File: config.mk
export PLATFORM = sky130hd
export DESIGN_NAME = fib_trace_fifo
export DESIGN_NICKNAME = d
export VERILOG_FILES = /design/src/rtl/fib_trace_fifo.sv
export SDC_FILE = /design/constraint.sdc
export NUM_CORES = 1
export LEC_CHECK = 0
export ABC_CLOCK_PERIOD_IN_PS = 6810
export CAP_MARGIN = 5
export CORE_MARGIN = 4
export CORE_UTILIZATION = 53
export CTS_CLUSTER_DIAMETER = 60
export DETAILED_ROUTE_END_ITERATION = 16
export GPL_ROUTABILITY_DRIVEN = 0
export GPL_TIMING_DRIVEN = 0
export PLACE_DENSITY_LB_ADDON = 0.2
export SYNTH_ARGS = -nofsm -noshare
export SYNTH_HDL_FRONTEND = slang
export SYNTH_SLANG_ARGS = --single-unit
File: constraint.sdc
create_clock -name clk -period 6.81 [get_ports clk]
set_clock_uncertainty 0.1 [all_clocks]
set_input_delay 1.362 -clock clk [delete_from_list [all_inputs] [get_ports clk]]
set_output_delay 1.362 -clock clk [all_outputs]
set_load 0.01 [all_outputs]
File: src/rtl/fib_trace_fifo.sv
// Trace capture FIFO for the Fibonacci core: samples {a,b,i,n} whenever the core
// strobes, drains first-word-fall-through over valid/ready, and counts samples lost to overflow.
module fib_trace_fifo #(
  parameter int WIDTH = 11,
  parameter int DEPTH = 8,
  parameter int CNT_W = 8
) (
  input  logic                     clk,
  input  logic                     rst,
  input  logic                     in_valid,
  input  logic [WIDTH-1:0]         in_a,
  input  logic [WIDTH-1:0]         in_b,
  input  logic [WIDTH-1:0]         in_i,
  input  logic [WIDTH-1:0]         in_n,
  output logic                     out_valid,
  input  logic                     out_ready,
  output logic [WIDTH-1:0]         out_a,
  output logic [WIDTH-1:0]         out_b,
  output logic [WIDTH-1:0]         out_i,
  output logic [WIDTH-1:0]         out_n,
  output logic [$clog2(DEPTH):0]   count,
  output logic                     full,
  output logic                     empty,
  output logic                     ovf,
  output logic [CNT_W-1:0]         ovf_cnt,
  input  logic                     clr_ovf
);

  localparam int AW = $clog2(DEPTH);

  logic [AW-1:0]        r_wr_ptr;
  logic [AW-1:0]        r_rd_ptr;
  logic [AW:0]          r_count;
  logic [4*WIDTH-1:0]   r_mem [DEPTH];
  logic                 r_ovf;
  logic [CNT_W-1:0]     r_ovf_cnt;

  logic                 w_full;
  logic                 w_empty;
  logic                 w_pop;
  logic                 w_push;
  logic                 w_drop;

  function automatic logic [CNT_W-1:0] sat_inc(input logic [CNT_W-1:0] v);
    return (&v) ? v : v + 1'b1;
  endfunction

  assign w_full  = (r_count == (AW+1)'(DEPTH));
  assign w_empty = (r_count == '0);
  assign w_pop   = !w_empty && out_ready;
  // A pop frees a slot in the same cycle, so a full FIFO still accepts a push then.
  assign w_push  = in_valid && (!w_full || w_pop);
  assign w_drop  = in_valid && w_full && !w_pop;

  always_ff @(posedge clk or negedge rst) begin
    if (!rst) begin
      r_wr_ptr <= '0;
      r_rd_ptr <= '0;
      r_count  <= '0;
    end else begin
      if (w_push) r_wr_ptr <= r_wr_ptr + 1'b1;
      if (w_pop)  r_rd_ptr <= r_rd_ptr + 1'b1;
      if (w_push && !w_pop)
        r_count <= r_count + 1'b1;
      else if (w_pop && !w_push)
        r_count <= r_count - 1'b1;
    end
  end

  // Storage is cleared on reset so the head fields read zero while empty.
  always_ff @(posedge clk or negedge rst) begin
    if (!rst) begin
      for (int k = 0; k < DEPTH; k++) r_mem[k] <= '0;
    end else if (w_push) begin
      r_mem[r_wr_ptr] <= {in_a, in_b, in_i, in_n};
    end
  end

  // A drop in the same cycle as a clear wins, leaving a count of one.
  always_ff @(posedge clk or negedge rst) begin
    if (!rst) begin
      r_ovf     <= 1'b0;
      r_ovf_cnt <= '0;
    end else if (w_drop) begin
      r_ovf     <= 1'b1;
      r_ovf_cnt <= clr_ovf ? CNT_W'(1) : sat_inc(r_ovf_cnt);
    end else if (clr_ovf) begin
      r_ovf     <= 1'b0;
      r_ovf_cnt <= '0;
    end
  end

  assign {out_a, out_b, out_i, out_n} = r_mem[r_rd_ptr];
  assign out_valid = !w_empty;
  assign count     = r_count;
  assign full      = w_full;
  assign empty     = w_empty;
  assign ovf       = r_ovf;
  assign ovf_cnt   = r_ovf_cnt;

endmodule

# ---- Yosys cells after proc, flatten, opt, wreduce, memory -nomap -nowiden
# Cells that the tools add are included.
dict set report totals {
  register_bits 371
  input_bits 49
  output_inout_bits 60
  elab_cells 56
}
dict set report op_classes {
  n_addsub 5
  magnitude_cmp 3
  n_eq_ne 2
  n_mux 14
  bitwise_logic 2
  n_reduce_logical 17
}
# cell count
set op_table {}
lappend op_table {{352-bit bitwise mux} 1}
lappend op_table {{44-bit binary-select mux with 3-bit select} 1}
lappend op_table {{44-bit demux with 3-bit select} 1}
lappend op_table {{44-bit two-way mux} 3}
lappend op_table {{8-bit two-way mux} 4}
lappend op_table {{8-bit by 1-bit adder with 8-bit output (second input constant)} 1}
lappend op_table {{4-bit >= comparator (second input constant)} 2}
lappend op_table {{4-bit two-way mux} 2}
lappend op_table {{3-bit inverter with 4-bit output} 2}
lappend op_table {{8-bit AND reduction} 1}
lappend op_table {{1-bit logical AND} 7}
lappend op_table {{3-bit by 1-bit adder with 3-bit output (second input constant)} 2}
lappend op_table {{4-bit by 1-bit adder with 4-bit output (second input constant)} 1}
lappend op_table {{4-bit equality test (second input constant)} 1}
lappend op_table {{1-bit logical NOT} 4}
lappend op_table {{4-bit logical NOT} 1}
lappend op_table {{4-bit by 1-bit < comparator with 1-bit output (second input constant)} 1}
lappend op_table {{2-bit nonzero test} 2}
lappend op_table {{4-bit by 1-bit subtractor with 4-bit output (second input constant)} 1}
lappend op_table {{1-bit two-way mux} 2}
lappend op_table {{2-bit inequality test (second input constant)} 1}
lappend op_table {{2-bit AND reduction} 1}
lappend op_table {{1-bit logical OR} 1}

# ---- Logic depth before layout (Yosys ltp)
# Gate-level depths: netlist of the first run.
dict set report logic_depth {
  ltp_word 9
  mapped_depth 11
  mapped_depth_nobuf 10
}

# ---- Worst setup path after synthesis of the first run
# Ideal clock, no wire load.
dict set report synth_timing {
  path_kind {register to output}
  from {register r_rd_ptr[0]}
  to {output port out_a[2]}
  arrival_ns 1.979
  t_required_ns 5.348
  path_slack_ns 3.369
  path_stages_with_launch 6
  path_buffers 3
  path_cell_list {dfrtp_1 clkbuf_1 buf_2 buf_2 mux4_2 mux2_2}
}
dict set report synth_via {
  elab_chain_len 4
}
# item line
set synth_lines {}
lappend synth_lines {{from (decl)} 32} ;# logic [AW-1:0] r_rd_ptr;
lappend synth_lines {{from (signal assigned)} 62} ;# if (w_pop) r_rd_ptr <= r_rd_ptr + 1'b1;
lappend synth_lines {{3-bit inverter with 4-bit output (not written as such)} 93} ;# assign {out_a, out_b, out_i, out_n} = r_mem[r_rd_ptr];
lappend synth_lines {{44-bit binary-select mux with 3-bit select} 93}
lappend synth_lines {{44-bit two-way mux (not written as such) (2 in series)} 93}
lappend synth_lines {{to (decl)} 17} ;# output logic [WIDTH-1:0] out_a,
# Every way passes these cells. The select of a mux whose other input is x is not followed.

# ---- Worst setup path after layout of the first run
dict set report layout_timing {
  from {register r_rd_ptr[1]}
  to {output port out_i[1]}
}
dict set report layout_via {
  elab_chain_len 4
}
# item line
set layout_lines {}
lappend layout_lines {{3-bit inverter with 4-bit output (not written as such)} 93}
lappend layout_lines {{44-bit binary-select mux with 3-bit select} 93}
lappend layout_lines {{44-bit two-way mux (not written as such) (2 in series)} 93}
lappend layout_lines {{to (decl)} 19} ;# output logic [WIDTH-1:0] out_i,
# Every way passes these cells. The select of a mux whose other input is x is not followed.

==> key figures, run 1 <==
CTS
  – Setup bufs post-CTS: 0
  – Bufs on Longest Clock Path: 3
  – Clock latency on the worst-skew pair: 0.52 ns
  – CTS sink count: 371
  – CTS-repair resized insts: 0
  – CTS clk-pin slew, worst paths: 0.06 ns
  – Post-CTS Hold Buffers: 0
  – H-tree depth: 2
  – CTS Buf Count: 39
  – CTS root buf: clkbuf_16
  – CTS tree: done

Layout
  – Area grow syn2layout: 17.53%
  – Most frequent cells in the layout: 386 x mux2_2, 371 x dfrtp_1, 106 x clkdlybuf4s50_1
  – Commonest non-fill, non-tap cell in the layout: mux2_2
  – Ratio of cells with drive above 1 in the final layout: 49.62%
  – Inserted Diodes: 0
  – Layout net count: 1220

Synth
  – Synth Register Bits: 371
  – Area share of the largest cell type after synthesis: 55.29%
  – Synth cell types: 43
  – Largest area contributor in the netlist: dfrtp_1
  – Seq/Total Area, Yosys: 55.29%
  – Syn avg cell area: 16.58 µm²
  – Syn_nets: 1069
  – Leading post-synthesis cells by cell area: dfrtp_1 55%, mux2_2 26%, mux4_2 12%
  – Mapped cell area: 16790 µm²
  – Mapped Cells: 1013
  – Ys async rst share: 100.0%
  – Synth Warn #: 0
  – Top_reg_cell synth: dfrtp_1
  – Post-synth EDFFs: 0

STA
  – Hold WS: 0.3868 ns
  – Worst-Margin Slew: 1.064 ns
  – Fin worst setup slack: 1.734 ns
  – F_max: 0.1970 GHz
  – Final Setup Violations: 0
  – Min Tclk post-route: 5.076 ns
  – Tcrit/Tclk final: 74.54%
  – Slew Viols, Final: 0
  – Unrepaired setup endpoints after global routing: no
  – Max_slew headroom: 29.09%
  – Fin. Hold Viols: 0

Setup path
  – WP data required: 5.35 ns
  – Critical Path AT: 3.61 ns
  – RR Endpoint: count[3]
  – Worst path max stage delay: 0.65 ns
  – Slowest cell on crit path: clkbuf_1
  – CP startpoint kind: register
  – Top cell by count, worst path: clkbuf_1
  – Crit path cell chain: clkbuf_1 -> clkbuf_1 -> clkbuf_1 -> mux4_2 -> mux2_2 -> clkdlybuf4s50_1
  – R2R cell count: 10
  – Worst Path Max Fanout: 10
  – FF-to-FF setup slack: 3.59 ns
  – CP Class: reg -> out
  – Crit path capture type: primary output
  – Reg-to-Reg Start: count[1]

Worst hold path
  – Min-Delay Startpoint: r_mem[42]
  – Hold Crit Class: reg -> reg
  – Hold EP: r_mem[42]
  – Hold path cells: 1

Route
  – Total number of vias: 9370
  – Drt wl/cell: 22.05 µm
  – Final ANT Viol Nets: 0
  – Final wirelength: 35.00 mm
  – Avg Vias per Cell: 5.904
  – DR pass1 iterations: 4
  – DRC Markers: 0
  – DRT iter0 DRCs: 363

Global routing
  – GR Util met2: 34.76%
  – Remaining global-route overflow: 0
  – Global-route wire length before repair: 56.07 mm
  – Pin count of the biggest net entering global routing: 113
  – Initial antenna violation count: 1
  – GR Util met1: 29.61%
  – Vias in the first global route: 9981
  – GR Util met3: 3.459%
  – GR peak layer: met2
  – GRT Overall Usage: 20.85%

Floorplanning
  – Die extent in x: 186.0 µm
  – Core Area: 30910 µm²
  – Num rows: 64
  – IO Count: 109
  – Vert. Die Dim: 186.0 µm
  – Die area: 34590 µm²
  – Initial Util: 54.32%

Run
  – Max_cap viols: 0

Power
  – Leakage: 8.338 nW
  – VDD IR max: 0.3448 mV
  – Cell area power density: 527.0 nW/µm²
  – Total power: 10.40 mW

Placement
  – Place WS: 2.261 ns
  – PortBufs: 107
  – Hpwl dp: 22.38 mm

Outcome
  – Run status: finished, final reports clean
-- how the worst max path moves through the flow --
stage | startpoint | endpoint | slack (ns) | cells after the start
after CTS | r_rd_ptr[1] | out_i[1] | 1.69 | 6
after floorplan | r_rd_ptr[0] | out_a[2] | 3.37 | 5
after detailed placement | r_rd_ptr[1] | out_i[1] | 2.26 | 6
after global placement | rst | r_mem[77] | -12.11 | 1
after global routing | r_rd_ptr[1] | out_i[1] | 1.55 | 6
final | r_rd_ptr[1] | out_i[1] | 1.73 | 6
-- kinds of logic (layout without fill, tap and decap cells) --
kind of cell	Yosys count	in the layout	synth area share (%)
simple gates	48	48	1.826
mux	488	488	38.61
fa+ha+maj	7	7	0.5663
xor+xnor	6	6	0.3130
buf+inv	72	250	2.548
compound gates	21	21	0.8421
flops	371	371	55.29
-- where the power goes --
group	switching, mW	total, mW	internal [mW]
Sequential	0.515	3.81	3.30
Combinational	1.70	4.47	2.77
Clock	0.831	2.11	1.28
-- flip-flops by register name (all words and copies together) (netlist names) --
register and cells:
r_mem 352, ovf_cnt 8, r_wr_ptr 3, ovf 1, count 4, r_rd_ptr 3
-- worst max-delay path: cells and delay by family, from the launching register on --
family	cells	cell delay, ns
flops	1	0.35
buf+inv	4	2.02
mux	2	0.72
-- per-stage QoR --
step | std cells | setup TNS [ns] | instance area [µm²] | util (%)
floorplan | 1013 | 0 | 16790 | -
global placement | 1516 | -4473.68 | 18360 | 59.39
detailed placement | 1519 | 0 | 18450 | 59.67
CTS | 1587 | 0 | 19730 | 63.84
global route | 1587 | 0 | 19730 | 63.84
finish | 1587 | 0 | 19730 | 63.84
-- cells in the mapped netlist (2+ instances only) --
cell type and n:
a21oi_1 7, buf_1 4, buf_2 9, buf_4 29, buf_6 5, clkbuf_1 19, dfrtp_1 371, ha_1 6
inv_1 5, mux2_1 12, mux2_2 386, mux2i_1 2, mux4_2 88, nand2_1 11, nand3_1 5, nand4b_2 3
nor2_1 5, nor3_1 6, nor4_1 3, o21ai_0 4, o31ai_1 4, or3_1 3, xnor2_1 6
-- layer usage --
layer / vias up / routed length (µm)
met5: - / 13
met3: 42 / 1171
met4: 2 / 475
met2: 141 / 17450
met1: 5048 / 15890
li1: 4137 / -
-- cell type report --
| class | instances | area [µm²] |
|---|---|---|
| flip-flops and latches | 371 | 9284 |
| clock inverters | 7 | 87.58 |
| plain buffers | 66 | 405.4 |
| fillers | 2257 | 11180 |
| inverters | 6 | 22.52 |
| repair buffers | 110 | 1159 |
| clock buffers | 61 | 1201 |
| multi-input cells | 570 | 7079 |
| well taps | 396 | 495.5 |
Power figures use the tool's default switching activity.
==> run 2: changes to the inputs <==
- ABC_CLOCK_PERIOD_IN_PS: 6810 -> 5000
- clock period: 6.81 -> 5 ns (I/O delays scaled with it)
==> results of run 2 <==
The final DEF is identical to that of run 1. Status: finished, final reports clean.
Among the figures that moved: setup slack after placement 2.261 ns -> 0.8129 ns; setup slack after layout 1.734 ns -> 0.2855 ns; hold slack 0.3868 ns -> 0.2949 ns; register-to-register setup slack 3.59 ns -> 1.78 ns; total power 10.40 mW -> 14.17 mW; worst IR drop on VDD 0.3448 mV -> 0.4696 mV
==> run 3: changes to the inputs <==
- CORE_MARGIN: 4 -> 5
==> key figures, run 3 (synthesized netlist as in run 1, its figures left out) <==
Power
  – Sequential Power Share: 36.4% (was 36.7%)
  – Sw frac: 29.38% (was 29.30%)
  – Comb power frac: 42.7% (was 43.0%)
  – VDD IR max: 0.4589 mV (was 0.4696 mV)
  – Cell area power density: 719.9 nW/µm² (was 717.8 nW/µm²)
  – Leakage: 8.361 nW (was 8.338 nW)
  – Psw: 4.186 mW (was 4.150 mW)
  – Clock network fraction of total power: 20.8% (was 20.3%)
  – Internal power: 10.06 mW (was 10.02 mW)

STA
  – Slew Viols, Final: 0 (unchanged)
  – Hold WS: 0.2971 ns (was 0.2949 ns)
  – Unrepaired setup endpoints after global routing: no (unchanged)
  – Total negative slack: 0 ns (unchanged)
  – Fin. Hold Viols: 0 (unchanged)
  – Tcrit/Tclk final: 92.07% (was 94.29%)
  – Final Setup Violations: 0 (unchanged)
  – Min Tclk post-route: 4.604 ns (was 4.714 ns)
  – F_max: 0.2172 GHz (was 0.2121 GHz)
  – Worst-Margin Slew: 1.090 ns (was 1.064 ns)
  – Max_slew headroom: 27.35% (was 29.09%)

Floorplanning
  – Vert. Die Dim: 188.0 µm (was 186.0 µm)
  – Core Area: 31390 µm² (was 30910 µm²)
  – Num rows: 65 (was 64)
  – Die area: 35340 µm² (was 34590 µm²)
  – Die extent in x: 188.0 µm (was 186.0 µm)
  – Initial Util: 53.49% (was 54.32%)
  – IO Count: 109 (unchanged)

Layout
  – Ratio of cells with drive above 1 in the final layout: 49.66% (was 49.62%)
  – Largest Register: r_mem (unchanged)
  – Max reg flops: 352 (unchanged)
  – Commonest non-fill, non-tap cell in the layout: mux2_2 (unchanged)
  – Area grow syn2layout: 17.85% (was 17.53%)
  – Layout net count: 1223 (was 1220)
  – Inserted Diodes: 0 (unchanged)
  – Most frequent cells in the layout: 386 x mux2_2, 371 x dfrtp_1, 106 x clkdlybuf4s50_1 (unchanged)

Global routing
  – Pin count of the biggest net entering global routing: 119 (was 113)
  – Remaining global-route overflow: 0 (unchanged)
  – Vias in the first global route: 10120 (was 9981)
  – Initial antenna violation count: 0 (was 1)
  – GRT Overall Usage: 20.44% (was 20.85%)
  – Global-route wire length before repair: 57.41 mm (was 56.07 mm)

Route
  – DR pass1 iterations: 4 (unchanged)
  – Final wirelength: 35.11 mm (was 35.00 mm)
  – Total number of vias: 9271 (was 9370)
  – Final ANT Viol Nets: 0 (unchanged)
  – DRC Markers: 0 (unchanged)
  – Avg Vias per Cell: 5.809 (was 5.904)
  – Drt wl/cell: 22.00 µm (was 22.05 µm)
  – DRT iter0 DRCs: 473 (was 363)

Placement
  – PortBufs: 107 (unchanged)
  – Hpwl dp: 22.01 mm (was 22.38 mm)

Setup path
  – CP startpoint kind: register (unchanged)
  – Worst Path Max Fanout: 10 (unchanged)
  – Critical Path Source: r_rd_ptr[1] (unchanged)
  – Critical Path AT: 3.50 ns (was 3.61 ns)
  – Crit path capture type: primary output (unchanged)
  – Reg-to-Reg Start: count[1] (unchanged)
  – WP data required: 3.90 ns (about the same)
  – CP Class: reg -> out (unchanged)

CTS
  – Clock latency on the worst-skew pair: 0.53 ns (was 0.52 ns)
  – Bufs on Longest Clock Path: 3 (unchanged)
  – CTS root buf: clkbuf_16 (unchanged)
  – CTS tree: done (unchanged)
  – Setup bufs post-CTS: 0 (unchanged)
  – CTS sink count: 371 (unchanged)
  – Post-CTS Hold Buffers: 0 (unchanged)
  – CTS clk-pin slew, worst paths: 0.05 ns (was 0.06 ns)
  – CTS Buf Count: 42 (was 39)
  – H-tree depth: 2 (unchanged)

Worst hold path
  – Hold Crit Class: in -> async (unchanged)

Run
  – Max_cap viols: 0 (unchanged)

Outcome
  – Run status: finished, final reports clean (unchanged)
==> run 3: cell count changes in the layout (fill, tap and decap cells not counted), sizes merged <==
cell / before / now
clkbuf: 80 / 83
bufinv: 2 / 1
inv: 6 / 7
==> run 3: critical path, cell delays in order (launching register included) <==
cell,delay [ns]
dfrtp_1,0.34
clkbuf_1,0.39
clkbuf_1,0.60
clkbuf_2,0.46
mux4_2,0.38
mux2_2,0.31
clkdlybuf4s50_1,0.49
==> run 3: repair_timing <==
item | CTS | global route
setup endpoints to repair | 0 | 9
endpoints found under the hold margin | 0 | 0
gates resized for setup | 0 | 3
==> run 3: power by group through the flow <==
| stage | Clock, mW | Sequential, mW | Combinational, mW |
|---|---|---|---|
| floorplan | 0 | 4.99 | 4.25 |
| global placement | 0 | 5.19 | 6.04 |
| detailed placement | 0 | 5.23 | 6.15 |
| CTS | 3.04 | 5.19 | 6.19 |
| global route | 3.17 | 5.36 | 6.58 |
| finish | 2.97 | 5.19 | 6.08 |
==> run 3: path summary, 6_finish.rpt <==
kind                         endpoint  slack, ns  cells after the start
max                          out_i[1]       0.40                      6
min                        r_mem[151]       0.30                      1
max reg2reg                  count[3]       1.76                     10
min reg2reg                 r_mem[37]       0.39                      1
max in group asynchronous  r_mem[267]       2.75                      4
min in group clk            r_mem[37]       0.39                      1
==> run 3: metal layers <==
metal / track usage (%) / vias to the layer above / wire length (µm)
li1: - / 4110 / -
met1: 29.56 / 4949 / 16160
met2: 32.93 / 159 / 16980
met3: 3.611 / 53 / 1410
met4: 4.545 / 0 / 557
met5: 0 / - / 0
==> run 3: through the flow <==
stage | power (mW) | area (µm²) | cells | util (%) | setup WS (ns)
2_1_floorplan | 9.243 | 16790 | 1013 | - | 1.921
3_3_place_gp | 11.23 | 18370 | 1522 | 58.50 | -13.39
3_5_place_dp | 11.38 | 18450 | 1525 | 58.78 | 0.7029
4_1_cts | 14.41 | 19790 | 1596 | 63.03 | 0.1186
5_1_grt | 15.11 | 19790 | 1596 | 63.03 | 0.2098
6_report | 14.25 | 19790 | 1596 | 63.03 | 0.3964
==> run 3: final cells by class <==
| cell class | instances | area, µm² |
|---|---|---|
| inverter | 6 | 22.52 |
| buffer | 66 | 406.6 |
| clock buffer | 64 | 1267 |
| multi-input combinational | 570 | 7079 |
| tap | 402 | 503.0 |
| fill | 2351 | 11600 |
| timing repair buffer | 110 | 1159 |
| sequential | 371 | 9284 |
| clock inverter | 7 | 66.31 |
==> RTL change: new RTL, flow settings as in run 3 <==
Change the parameter `CNT_W` from 8 to 6.
--- a/src/rtl/fib_trace_fifo.sv
+++ b/src/rtl/fib_trace_fifo.sv
@@ -4,5 +4,5 @@
   parameter int WIDTH = 11,
   parameter int DEPTH = 8,
-  parameter int CNT_W = 8
+  parameter int CNT_W = 6
 ) (
   input  logic                     clk,
Ports: changed (resized ovf_cnt); port bits go from 109 to 107. No check against the original RTL was run, so the function may have changed too.
==> RTL change against run 3 <==
- sequential cell count fell by 2
- critical path type unchanged
- core utilization rose by 0.39 points
- power rose by 2.0%
- highest routed layer is now met5
- cell area rose by 1.4%
- setup slack got worse by 0.054 ns
- critical path depth did not move
- sequential power barely moved
- synthesized area rose by 1.2%
- die area rose by 1.2%
- count of clock-buffer cells in the layout fell by 7
- register-to-register slack improved by 0.05 ns
- wire length rose by 3.4%
==> RTL change: results (changes against run 3) <==
[status]
run_status = completed

[placement]
placement.io_buffers = 105  ; -1.9%

[synthesis]
yosys-top-cells-area = dfrtp_1 54%, mux2_2 14%, mux4_2 12%
synthXorXnorAreaFrac_pct = 0.309  ; -0.0038 points
synth_cell_types = 44  ; +2.3%
yosys-top-cells-count = 369 x dfrtp_1, 207 x mux2_2, 151 x mux2_1
synth_nets = 1053  ; -1.5%
synthAdderAreaFrac_pct = 0.559  ; -0.0068 points
seq_area_frac_synth_pct = 54.3  ; -0.96 points

[grt]
grt_pass1_vias = 10236  ; +1.2%
grt_util_met2_pct = 34.8  ; +1.8 points
gr-usage-met1_pct = 29.7  ; +0.15 points
grt_use_total_pct = 20.9  ; +0.50 points

[drt]
vias_per_cell = 5.85  ; +0.72%
top_layer = met5
met3_length_mm = 1.53  ; +8.2%
first_pass_iters = 6  ; +2
dr_wl_met2_mm = 17.9  ; +5.2%
drt_iter0_markers = 501  ; +5.9%

[pwr]
fin_total_pwr_uw = 14500  ; +2.0%
pwr-share-comb_pct = 42.6  ; about the same
seq_power_uw = 5210  ; about the same
power_leakage_uw = 0.00867  ; +3.7%
irDropWorstVdd_mv = 0.317  ; -31%

[critical_path]
worstPathArrival_ns = 3.56  ; +0.06 ns
max_stage_delay_ns = 0.66  ; +0.06 ns

[sta]
maxSlewHeadroom_pct = 32.3  ; +4.9 points

## RTL change: changes by cell type in the layout (fill, tap and decap cells not counted), moves of 4 or more
cell and delta:
buf_8 +4, mux2_1 +139, mux2_4 +40, bufinv_16 +4, buf_6 +23, buf_4 -27
buf_2 +4, mux2_2 -179, clkbuf_1 -9
## RTL change: stage by stage
step | worst slack [ns] | cells | hold WS, ns | cell area (um^2) | utilization, %
finish | 0.342 | 1579 | 0.331 | 20100 | 63.4
floorplan | 1.93 | 997 | 0.359 | 17000 | -
CTS | 0.323 | 1579 | 0.355 | 20100 | 63.4
global placement | -13.34 | 1504 | 0.368 | 18600 | 58.6
global route | 0.197 | 1579 | 0.379 | 20100 | 63.4
detailed placement | 0.912 | 1507 | 0.376 | 18600 | 58.9
## RTL change: cell families after synthesis
kind of cell	count (synthesis)
AOI/OAI and AO/OA	19
xor gates and xnor gates	6
adders and majority gates	7
buffers and inverters	71
DFF	369
muxes	487
and+or+nand+nor	38
## RTL change: worst paths after layout
check | to | cells past startpoint | from
max reg2reg | count[3] | 9 | count[0]
min in group clk | r_mem[37] | 1 | r_mem[37]
min | r_mem[103] | 1 | rst
max in group asynchronous | r_mem[252] | 2 | rst
min reg2reg | r_mem[37] | 1 | r_mem[37]
max | out_b[0] | 6 | r_rd_ptr[1]
## RTL change: final cells by class
| cell class | count | area, um^2 |
|---|---|---|
| sequential | 369 | 9230 |
| inverter | 7 | 28.8 |
| buffer | 64 | 519 |
| multi-input combinational | 557 | 7210 |
| timing repair buffer | 108 | 1140 |
| clock buffer | 57 | 1210 |
| clock inverter | 15 | 218 |
| fill | 2333 | 11600 |
| tap | 402 | 503 |
